$ cat src/rtl/sensor_error_pkg.sv
// Shared types and constants for the sensor-error display sequencer.
// Holds display codes, fault indices, FSM state encoding and the
// round-robin "next latched fault" search used by the sequencer.
package sensor_error_pkg;

  localparam int NUM_SENSORS = 5;

  typedef logic [2:0] code_t;
  typedef logic [2:0] fault_idx_t;
  typedef logic [NUM_SENSORS-1:0] fault_mask_t;

  // Decoder input patterns; 001..101 are fault index + 1, 110 is never driven
  localparam code_t CODE_OK   = 3'b000;
  localparam code_t CODE_TEST = 3'b111;

  // Bit positions of the individual sensor fault lines
  localparam fault_idx_t FAULT_NO_WATER  = 3'd0;
  localparam fault_idx_t FAULT_NO_COFFEE = 3'd1;
  localparam fault_idx_t FAULT_NO_SUGAR  = 3'd2;
  localparam fault_idx_t FAULT_NO_CUP    = 3'd3;
  localparam fault_idx_t FAULT_HEATER    = 3'd4;
  localparam fault_idx_t LAST_IDX        = FAULT_HEATER;

  typedef enum logic [1:0] {
    ST_TEST,
    ST_IDLE,
    ST_SHOW
  } state_t;

  // Nearest set bit strictly after cur, wrapping around; returns cur itself
  // when it is the only set bit, and cur unchanged when the mask is empty.
  // Starting from LAST_IDX yields the lowest set bit.
  function automatic fault_idx_t next_set(input fault_mask_t mask, input fault_idx_t cur);
    fault_idx_t res;
    logic [3:0] cand;
    res = cur;
    // Walk from farthest to nearest so the nearest hit is the one kept
    for (int i = NUM_SENSORS; i >= 1; i--) begin
      cand = {1'b0, cur} + 4'(i);
      if (cand >= 4'(NUM_SENSORS)) begin
        cand = cand - 4'(NUM_SENSORS);
      end
      if (mask[cand[2:0]]) begin
        res = cand[2:0];
      end
    end
    return res;
  endfunction

endpackage

$ cat src/rtl/sensor_debounce.sv
// One sensor line: 2-flop synchronizer followed by a debounce filter.
// Latency: filtered follows a stable raw change after 2 + DEBOUNCE_CYCLES cycles.
// No backpressure; a disagreement shorter than DEBOUNCE_CYCLES restarts the count.
module sensor_debounce #(
  parameter int DEBOUNCE_CYCLES = 16
) (
  input  logic clk,
  input  logic reset,
  input  logic raw,
  output logic filtered
);

  localparam int CW = $clog2(DEBOUNCE_CYCLES + 1);
  localparam logic [CW-1:0] CNT_LAST = CW'(DEBOUNCE_CYCLES - 1);

  logic          meta;
  logic          synced;
  logic [CW-1:0] cnt;

  // Bring the asynchronous raw line into the clk domain
  always_ff @(posedge clk) begin
    if (reset) begin
      meta   <= 1'b0;
      synced <= 1'b0;
    end else begin
      meta   <= raw;
      synced <= meta;
    end
  end

  // Count consecutive disagreeing cycles; flip the filtered value on the last one
  always_ff @(posedge clk) begin
    if (reset) begin
      cnt      <= '0;
      filtered <= 1'b0;
    end else if (synced == filtered) begin
      cnt <= '0;
    end else if (cnt == CNT_LAST) begin
      cnt      <= '0;
      filtered <= synced;
    end else begin
      cnt <= cnt + 1'b1;
    end
  end

endmodule

$ cat src/rtl/sensor_error_sequencer.sv
// Debounces five fault lines, latches them until ack, cycles the digit through them.
// Latency: raw rise to err_mask is 3 + DEBOUNCE_CYCLES cycles; code follows err_mask by 1.
// No backpressure; ack is level-sampled every cycle and only clears faults that have gone away.
module sensor_error_sequencer
  import sensor_error_pkg::*;
#(
  parameter int DEBOUNCE_CYCLES = 16,
  parameter int DWELL_CYCLES    = 50_000_000,
  parameter int TEST_CYCLES     = 25_000_000
) (
  input  logic                   clk,
  input  logic                   reset,
  input  logic [NUM_SENSORS-1:0] sensor,
  input  logic                   ack,
  output logic [2:0]             code,
  output logic [NUM_SENSORS-1:0] err_mask,
  output logic                   err_any,
  output logic                   brew_inhibit
);

  localparam int DW = $clog2(DWELL_CYCLES + 1);
  localparam int TW = $clog2(TEST_CYCLES + 1);
  localparam logic [DW-1:0] DWELL_LAST = DW'(DWELL_CYCLES - 1);
  localparam logic [TW-1:0] TEST_LAST  = TW'(TEST_CYCLES - 1);

  fault_mask_t   filtered;
  state_t        state, state_nxt;
  fault_idx_t    idx, idx_nxt;
  logic [DW-1:0] dwell, dwell_nxt;
  logic [TW-1:0] test_cnt, test_nxt;

  for (genvar g = 0; g < NUM_SENSORS; g++) begin : g_deb
    sensor_debounce #(
      .DEBOUNCE_CYCLES(DEBOUNCE_CYCLES)
    ) u_deb (
      .clk     (clk),
      .reset   (reset),
      .raw     (sensor[g]),
      .filtered(filtered[g])
    );
  end

  // Latch faults; a bit clears only on ack once its filtered line is low, so set always wins
  always_ff @(posedge clk) begin
    if (reset) begin
      err_mask <= '0;
    end else begin
      err_mask <= (err_mask & ~({NUM_SENSORS{ack}} & ~filtered)) | filtered;
    end
  end

  assign err_any      = |err_mask;
  assign brew_inhibit = (state == ST_TEST) || err_any;

  // Sequencer state, current fault index and the two cycle counters
  always_ff @(posedge clk) begin
    if (reset) begin
      state    <= ST_TEST;
      idx      <= '0;
      dwell    <= '0;
      test_cnt <= '0;
    end else begin
      state    <= state_nxt;
      idx      <= idx_nxt;
      dwell    <= dwell_nxt;
      test_cnt <= test_nxt;
    end
  end

  // Next-state, index advance and display code; dwell restarts on any state or index change
  always_comb begin
    state_nxt = state;
    idx_nxt   = idx;
    dwell_nxt = dwell + 1'b1;
    test_nxt  = test_cnt;
    code      = CODE_OK;
    unique case (state)
      ST_TEST: begin
        code      = CODE_TEST;
        dwell_nxt = '0;
        test_nxt  = test_cnt + 1'b1;
        if (test_cnt == TEST_LAST) begin
          state_nxt = ST_IDLE;
          test_nxt  = '0;
        end
      end
      ST_IDLE: begin
        code      = CODE_OK;
        dwell_nxt = '0;
        if (err_any) begin
          state_nxt = ST_SHOW;
          idx_nxt   = next_set(err_mask, LAST_IDX);
        end
      end
      ST_SHOW: begin
        code = idx + 3'd1;
        if (!err_any) begin
          state_nxt = ST_IDLE;
          dwell_nxt = '0;
        end else if (!err_mask[idx] || (dwell == DWELL_LAST)) begin
          // Fault on display was acknowledged away, or its dwell expired
          idx_nxt   = next_set(err_mask, idx);
          dwell_nxt = '0;
        end
      end
      default: begin
        state_nxt = ST_TEST;
        dwell_nxt = '0;
        test_nxt  = '0;
      end
    endcase
  end

endmodule

$ cat config.mk
export PLATFORM = sky130hd
export DESIGN_NAME = sensor_error_sequencer
export DESIGN_NICKNAME = d
export VERILOG_FILES = /design/src/rtl/sensor_error_pkg.sv /design/src/rtl/sensor_debounce.sv /design/src/rtl/sensor_error_sequencer.sv
export SDC_FILE = /design/constraint.sdc
export NUM_CORES = 1
export LEC_CHECK = 0
export CAP_MARGIN = 40
export CORE_MARGIN = 2
export CORE_UTILIZATION = 42
export DETAILED_ROUTE_END_ITERATION = 8
export PLACE_DENSITY = 0.61
export REMOVE_ABC_BUFFERS = 1
export SKIP_CTS_REPAIR_TIMING = 1
export SLEW_MARGIN = 30
export SYNTH_ARGS = -nofsm -noshare
export SYNTH_HDL_FRONTEND = slang
export SYNTH_SLANG_ARGS = --single-unit
$ cat constraint.sdc
create_clock -name clk -period 7.4 [get_ports clk]
set_input_delay 2.22 -clock clk [delete_from_list [all_inputs] [get_ports clk]]
set_output_delay 2.22 -clock clk [all_outputs]
set_load 0.02 [all_outputs]
==> out/metrics.cfg, run 1 <==
[die]
io_pins = 18
placement_rows = 41
chipWidth_um = 119
core_area_um2 = 12700
die_h_um = 119
design.die.area_um2 = 14100
floorplan.initialDensity = 0.435

[final_layout]
layout.cells.most_common_list = nor2_1, dfxtp_1, nand2_1
area_growth_pct = 9.72
num-fill-cells = 1289
sequential_cell_area_um2 = 2020
antenna-diode-count = 0
final_layout_size_suffix_gt1_frac = 0.0628
fin_nets = 684
layout_commonest_cell = nor2_1
multi_input_comb_area_um2 = 3200

[synth]
syn_area_per_cell_um2 = 8.62
count_of_flip_flops_with_a_built_in_enable_after_synthesis = 0
synth_async_sr_flop_share = 0
cells_after_synth = 642
synth_seq_area_share = 0.365
synthesis.area_um2 = 5530
synth_top_flop_cell = dfxtp_1
postSynthRegisterBits = 101
yosysUniqueCellTypes = 80
warnings_synthesis = 0

[worst_setup_path]
crit_path_start_kind = flip-flop
worst_path_dominant_cell_family = buffers and inverters
cp_max_fo = 20
worst_ep_required_time_ns = 5.18
crit_cells = 5
r2r.worst_path.cells = 10
critical-path-top-cell-by-count = nand2_1
setup.worst_path.start = idx[1]
timing.critical_path.arrival_ns = 3.05
crit_path_end_kind = output pin
crit_path_class = flip-flop to output pin
worst_r2r_startpoint = idx[1]
worstPathCellList = inv_1, ha_1, nand2_1, nand2_1, clkdlybuf4s50_1
timing.critical_path.to = code[1]
slowest_stage_cell_cp = ha_1
worstPathBufferInverterCount = 2
reg2reg_slack_ns = 3.68
cpPeakStageDelay_ns = 0.79
crit-reg2reg-capture = idx[0]

[timing]
timing.slew.headroom = 0.505
timing.final.ws_setup_ns = 2.13
final_count_of_hold_timing_violations = 0
tightest_slew_ns = 0.743
clock-skew-final_ns = 0.00702
rsz0062_at_grt = no
report.final.slew_viol_count = 0
setup_tns_ns = 0
min_period_ns = 5.27
layout_worst_path_cycle_share = 0.712
finalSetupViolations = 0
top_achievable_clock_speed_mhz = 190

[global_routing]
grtUsageMet3 = 0.0516
global_route.usage.met1 = 0.212
top_usage_layer_grt = met2
grt_max_degree = 36
via_count_of_the_first_global_routing_pass = 4059
grt_first_pass_wirelength_um = 19000
grt_antenna_before_repair = 0
grt_util_all_layers = 0.163
grt_overflow = 0
use_met2 = 0.265

[placement]
place_hpwl_um = 7820
preCtsSetupSlack_ns = 2.51
port-buffer-count = 17
gp_congestion = 0.867

[power_and_ir_drop]
leakage_uw = 0.00219
cellPowerDensity_nw_per_um2 = 236
power.total_uw = 1430
max-vdd-ir-drop_mv = 0.212

[clocking]
worstSkewPairLatency_ns = 0.35
ctsHtreeMaxLevel = 3
numClockSinks = 101
clockBufferDepth = 2
tritoncts.num_buffers = 9
tritoncts_clock_tree = done
clkTransAtPathRegs_ns = 0.08
clock_tree.root_cell = clkbuf_16

[run]
maxCapViolations = 0

[route]
drt_drc_violations_left = 0
first_pass_iters = 6
vias = 4343
antenna_left = 0
routed_wirelength_normalized_by_instance_count_um = 13.4
routed_wirelength_um = 11100
drt-vias-per-instance = 5.26
detailedRoute.firstIterationViolations = 287

[outcome]
status = finished clean

[hold_path]
hold_path.class = flip-flop to flip-flop

==> cells in the mapped netlist, drive strengths merged, types with 2 or more instances <==
| library cell | number | area (um^2) |
|---|---|---|
| a22oi | 3 | 27.5 |
| a21oi | 24 | 128 |
| nor2 | 118 | 445 |
| a21o | 4 | 30.0 |
| or3 | 14 | 87.6 |
| o32ai | 2 | 17.5 |
| a311oi | 2 | 17.5 |
| a211oi | 2 | 15.0 |
| buf | 11 | 93.8 |
| a31oi | 3 | 33.8 |
| and2 | 3 | 18.8 |
| o221ai | 2 | 17.5 |
| o21a | 5 | 37.5 |
| nand3b | 2 | 27.5 |
| nor4 | 7 | 56.3 |
| o41ai | 2 | 25.0 |
| inv | 30 | 113 |
| xnor2 | 34 | 298 |
| or2 | 2 | 15.0 |
| or4 | 2 | 15.0 |
| nor4b | 3 | 32.5 |
| dfxtp | 101 | 2020 |
| nand3 | 30 | 150 |
| mux2i | 10 | 100 |
| clkbuf | 14 | 62.6 |
| nand2 | 36 | 135 |
| nor2b | 18 | 120 |
| and4 | 4 | 35.0 |
| o21ai | 14 | 73.8 |
| xor2 | 30 | 263 |
| nand4 | 13 | 81.3 |
| a22o | 2 | 17.5 |
| and3 | 15 | 93.8 |
| nand2b | 12 | 82.6 |
| o211ai | 4 | 30.0 |
| a211o | 4 | 36.3 |
| a221o | 2 | 20.0 |
| ha | 27 | 338 |
| o211a | 5 | 50.1 |
| nor3 | 5 | 25.0 |
==> metrics by stage <==
step,hold slack (ns),cells,utilization,area [um^2]
floorplan,0.414,615,-,5330
global placement,0.417,807,0.451,5740
detailed placement,0.429,807,0.451,5740
CTS,0.439,823,0.475,6050
global route,0.457,825,0.477,6070
finish,0.435,825,0.477,6070
==> layout make-up <==
class,instances,area share
inverters,30,0.0185
repair buffers,22,0.0354
clock inverters,7,0.0138
multi-input cells,484,0.527
well taps,172,0.0354
clock buffers,9,0.0371
flip-flops and latches,101,0.333
==> power by group <==
group          internal, uW  total (uW)  leakage (uW)  switching (uW)
Clock                   243         475      0.000151             232
Sequential              558         578      0.000816            19.6
Combinational           160         381       0.00122             222
Total                   961        1430       0.00219             474
==> logic make-up (layout without fill, tap and decap cells) <==
family | Yosys count | after routing | share of synthesized area
buffers and inverters | 57 | 68 | 0.0568
and+or+nand+nor | 287 | 287 | 0.262
adders and majority gates | 28 | 28 | 0.0647
xor gates and xnor gates | 64 | 64 | 0.101
AOI/OAI and AO/OA | 93 | 93 | 0.126
DFF | 101 | 101 | 0.365
muxes | 12 | 12 | 0.0242
==> layer usage <==
| metal | wire [um] | share of wire | vias to the layer above |
|---|---|---|---|
| met5 | 0 | 0 | - |
| li1 | - | - | 2231 |
| met3 | 535 | 0.048 | 12 |
| met1 | 5320 | 0.48 | 2024 |
| met4 | 132 | 0.012 | 0 |
| met2 | 5080 | 0.46 | 76 |
==> flip-flops by register name, summed over array words and instances (netlist names) <==
register	cells
state	2
err_mask	5
g_deb.u_deb.cnt	25
g_deb.u_deb.meta	5
test_cnt	25
idx	3
dwell	26
g_deb.u_deb.synced	5
g_deb.u_deb.filtered	5
==> how the worst min path moves through the flow <==
| stage | startpoint | to | cells past startpoint |
|---|---|---|---|
| finish | g_deb[1].u_deb.meta | g_deb[1].u_deb.synced | 1 |
| global route | g_deb[1].u_deb.meta | g_deb[1].u_deb.synced | 1 |
| CTS | g_deb[1].u_deb.meta | g_deb[1].u_deb.synced | 1 |
| detailed placement | g_deb[1].u_deb.meta | g_deb[1].u_deb.synced | 1 |
| global placement | g_deb[0].u_deb.meta | g_deb[0].u_deb.synced | 1 |
| floorplan | g_deb[0].u_deb.meta | g_deb[0].u_deb.synced | 1 |
No activity file was read; power rests on OpenSTA's default activity.
==> run 2, diff against run 1 <==
Settings changed: PLACE_DENSITY 0.61 to 0.63.
Clock period 7.4 ns to 4.3 ns, I/O delays scaled along.
==> out/metrics.cfg, run 2 (synthesized netlist as in run 1, its figures left out) <==
[route]
routed_wirelength_um = 11200
detailedRoute.firstIterationViolations = 242
antenna_left = 0
vias = 4403
routed_wirelength_normalized_by_instance_count_um = 13.5
drt-vias-per-instance = 5.30
drt_drc_violations_left = 0
first_pass_iters = 4

[final_layout]
sequential_cell_area_um2 = 2020
num-fill-cells = 1238
layout_commonest_cell = nor2_1
multi_input_comb_area_um2 = 3200
fin_nets = 690
reg_top3 = dwell (26), g_deb.u_deb.cnt (25), test_cnt (25)
max_flop_register = dwell
area_growth_pct = 11.1
largest_register_ffs = 26
final_layout_size_suffix_gt1_frac = 0.0698
layout.cells.most_common_list = nor2_1, dfxtp_1, nand2_1
antenna-diode-count = 0

[die]
design.die.area_um2 = 14100
chipWidth_um = 119
core_area_um2 = 12700
die_h_um = 119
floorplan.initialDensity = 0.435
placement_rows = 41
io_pins = 18

[worst_setup_path]
crit_path_end_kind = output pin
timing.critical_path.arrival_ns = 2.59
worst_r2r_startpoint = idx[1]
crit_path_start_kind = flip-flop
critical-path-top-cell-by-count = nand2_1
cpPeakStageDelay_ns = 0.76
crit_path_class = flip-flop to output pin
setup.worst_path.start = idx[1]
worst_ep_required_time_ns = 3.01
slowest_stage_cell_cp = dfxtp_1
worstPathBufferInverterCount = 2
cp_max_fo = 18
worst_path_dominant_cell_family = buffers and inverters
worstPathCellList = inv_1, ha_1, nand2_1, nand2_1, clkdlybuf4s50_1

[clocking]
ctsHtreeMaxLevel = 3
clockBufferDepth = 2
tritoncts.num_buffers = 9
numClockSinks = 101
worstSkewPairLatency_ns = 0.35
clock_tree.root_cell = clkbuf_16
clkTransAtPathRegs_ns = 0.07
tritoncts_clock_tree = done

[run]
maxCapViolations = 0

[placement]
preCtsSetupSlack_ns = 0.791
gp_congestion = 0.856
place_hpwl_um = 7920
port-buffer-count = 17

[outcome]
status = finished clean

[global_routing]
grt_overflow = 0
grt_util_all_layers = 0.165
grt_antenna_before_repair = 0
via_count_of_the_first_global_routing_pass = 4238
grt_max_degree = 31
grt_first_pass_wirelength_um = 19300

[timing]
min_period_ns = 3.88
rsz0062_at_grt = no
timing.final.ws_setup_ns = 0.415
layout_worst_path_cycle_share = 0.903
final_count_of_hold_timing_violations = 0
clock-skew-final_ns = 0.00839
timing.slew.headroom = 0.541
finalSetupViolations = 0
setup_tns_ns = 0
top_achievable_clock_speed_mhz = 257
report.final.slew_viol_count = 0
tightest_slew_ns = 0.688

[hold_path]
min_from = g_deb[2].u_deb.meta
hold_path.class = flip-flop to flip-flop

[power_and_ir_drop]
max-vdd-ir-drop_mv = 0.258
leakage_uw = 0.00223
cellPowerDensity_nw_per_um2 = 415

## run 2: report_power, final
group / internal [uW] / switching [uW]
Combinational: 278 / 379
Clock: 522 / 370
Sequential: 961 / 39.3
## run 2: routing by layer
metal | GRT usage | share of wire | vias up
met5 | 0 | 0 | -
met4 | 0.0625 | 0.018 | 0
met3 | 0.0401 | 0.049 | 22
met2 | 0.265 | 0.45 | 109
met1 | 0.214 | 0.48 | 2042
li1 | - | - | 2230
## run 2: final timing paths
check,to,slack [ns],cells past startpoint
setup / recovery,code[1],0.42,5
hold reg to reg,g_deb[2].u_deb.synced,0.44,1
hold / removal,g_deb[2].u_deb.synced,0.44,1
setup reg to reg,idx[2],0.72,11
## run 2: worst reg2reg max path: cells and delay by family (launching register included)
kind            cells  cell delay [ns]
flops               1             0.76
fa+ha+maj           2             0.62
simple gates        1             0.26
buf+inv             1             0.35
compound gates      7             1.48
## run 2: area by class of cell
cell class	count	share of cell area
Tap cell	172	0.0350
Clock inverter	6	0.0171
Inverter	30	0.0183
Sequential cell	101	0.329
Clock buffer	10	0.0373
Timing Repair Buffer	28	0.0430
Multi-Input combinational cell	484	0.520
## run 2: per-stage QoR
stage / power [uW] / cells / area (um^2) / hold WS [ns] / utilization
after floorplan: 1500 / 615 / 5330 / 0.414 / -
after global placement: 1640 / 813 / 5780 / 0.423 / 0.455
after detailed placement: 1660 / 813 / 5780 / 0.420 / 0.455
after CTS: 2560 / 829 / 6120 / 0.438 / 0.481
after global routing: 2680 / 831 / 6140 / 0.454 / 0.483
final: 2550 / 831 / 6140 / 0.435 / 0.483
==> run 3, diff against run 2 <==
Settings changed: SLEW_MARGIN 30 to not set.
==> out/metrics.cfg, run 3 (synthesized netlist as in run 1, its figures left out) <==
[outcome]
status = finished clean

[final_layout]
max_flop_register = dwell
layout_commonest_cell = nor2_1
largest_register_ffs = 26
final_layout_size_suffix_gt1_frac = 0.0670
antenna-diode-count = 0
finished_cell_area_um2 = 6120
reg_top3 = dwell (26), g_deb.u_deb.cnt (25), test_cnt (25)
area_growth_pct = 10.6
layout.cells.most_common_list = nor2_1, dfxtp_1, nand2_1
fin_nets = 688

[power_and_ir_drop]
power.switching_uw = 786
max-vdd-ir-drop_mv = 0.258
share_clk_of_total_power = 0.350
comb_power_share = 0.256
seqPwrFrac = 0.393
intPower_uw = 1760
cellPowerDensity_nw_per_um2 = 416
leakage_uw = 0.00222
p_sw_frac = 0.309

[timing]
final_count_of_hold_timing_violations = 0
clock-skew-final_ns = 0.00776
finalSetupViolations = 0
timing.slew.headroom = 0.406
rsz0062_at_grt = no
report.final.slew_viol_count = 0
min_period_ns = 3.89
tightest_slew_ns = 0.892
top_achievable_clock_speed_mhz = 257
layout_worst_path_cycle_share = 0.906
setup_tns_ns = 0

[route]
antenna_left = 0
routed_wirelength_um = 11200
routed_wirelength_normalized_by_instance_count_um = 13.5
drt_drc_violations_left = 0
drt-vias-per-instance = 5.28
first_pass_iters = 5
vias = 4379
detailedRoute.firstIterationViolations = 252

[worst_setup_path]
slowest_stage_cell_cp = dfxtp_1
cpPeakStageDelay_ns = 0.77
worstPathCellList = inv_1, ha_1, nand2_1, nand2_1, clkdlybuf4s50_1
cp_max_fo = 18
critical-path-top-cell-by-count = nand2_1
crit_path_start_kind = flip-flop
crit_path_end_kind = output pin
timing.critical_path.arrival_ns = 2.60
crit_path_class = flip-flop to output pin
worst_ep_required_time_ns = 3.01

[clocking]
numClockSinks = 101
worstSkewPairLatency_ns = 0.35
clkTransAtPathRegs_ns = 0.07
tritoncts_clock_tree = done
clockBufferDepth = 2
tritoncts.num_buffers = 9
clock_tree.root_cell = clkbuf_16
ctsHtreeMaxLevel = 3

[placement]
port-buffer-count = 17
instance_area_at_placement_um2 = 5780
gp_congestion = 0.856
place_hpwl_um = 7920

[die]
design.die.area_um2 = 14100
placement_rows = 41
chipWidth_um = 119
floorplan.initialDensity = 0.435
die_h_um = 119
core_area_um2 = 12700
io_pins = 18

[global_routing]
grt_util_all_layers = 0.165
grt_overflow = 0
grt_antenna_before_repair = 0
grt_first_pass_wirelength_um = 19300
via_count_of_the_first_global_routing_pass = 4238
grt_max_degree = 31

[hold_path]
hold_path.class = flip-flop to flip-flop

[run]
maxCapViolations = 0

## run 3: cell count changes in the layout (fill, tap and decap cells not counted), sizes merged
cell and change:
buf -2
## run 3: final timing paths
| path | startpoint | to | slack, ns | depth (start not counted) |
|---|---|---|---|---|
| setup / recovery | idx[1] | code[1] | 0.41 | 5 |
| hold / removal | g_deb[2].u_deb.meta | g_deb[2].u_deb.synced | 0.44 | 1 |
| setup reg to reg | idx[1] | idx[2] | 0.70 | 11 |
| hold reg to reg | g_deb[2].u_deb.meta | g_deb[2].u_deb.synced | 0.44 | 1 |
## run 3: cell type report
class / instances / area, um^2
fill: 1239 / 6600
multi-input combinational: 484 / 3200
sequential: 101 / 2020
timing repair buffer: 26 / 238
clock buffer: 10 / 229
tap: 172 / 215
inverter: 30 / 113
clock inverter: 6 / 105
## run 3: power groups by stage
stage / clock network (uW) / logic, uW / registers [uW]
finish: 892 / 652 / 1000
global route: 951 / 720 / 1010
CTS: 915 / 645 / 1000
detailed placement: 0 / 640 / 1020
global placement: 0 / 625 / 1020
floorplan: 0 / 487 / 1020
## run 3: metrics by stage
step	std cells	total power, uW	utilization	setup WS [ns]	hold WS (ns)
3_3_place_gp	813	1640	0.455	0.869	0.423
5_1_grt	829	2680	0.481	0.245	0.454
2_1_floorplan	615	1500	-	0.922	0.414
4_1_cts	829	2560	0.481	0.409	0.438
6_report	829	2540	0.481	0.406	0.435
3_5_place_dp	813	1660	0.455	0.791	0.420
## run 3: metal layers
| layer | GRT usage | part of all wire | up-vias | wire, um |
|---|---|---|---|---|
| met5 | 0 | 0 | - | 0 |
| met4 | 0.0625 | 0.019 | 0 | 215 |
| met3 | 0.0401 | 0.048 | 20 | 543 |
| met2 | 0.265 | 0.45 | 106 | 5050 |
| met1 | 0.214 | 0.48 | 2027 | 5420 |
| li1 | - | - | 2226 | - |
## run 3: critical path: cells and delay by family, from the launching register on
family | cells | cell delay, ns
AND/OR/NAND/NOR | 2 | 0.14
flip-flops | 1 | 0.77
buffers and inverters | 2 | 0.95
adder cells (fa/ha/maj) | 1 | 0.39
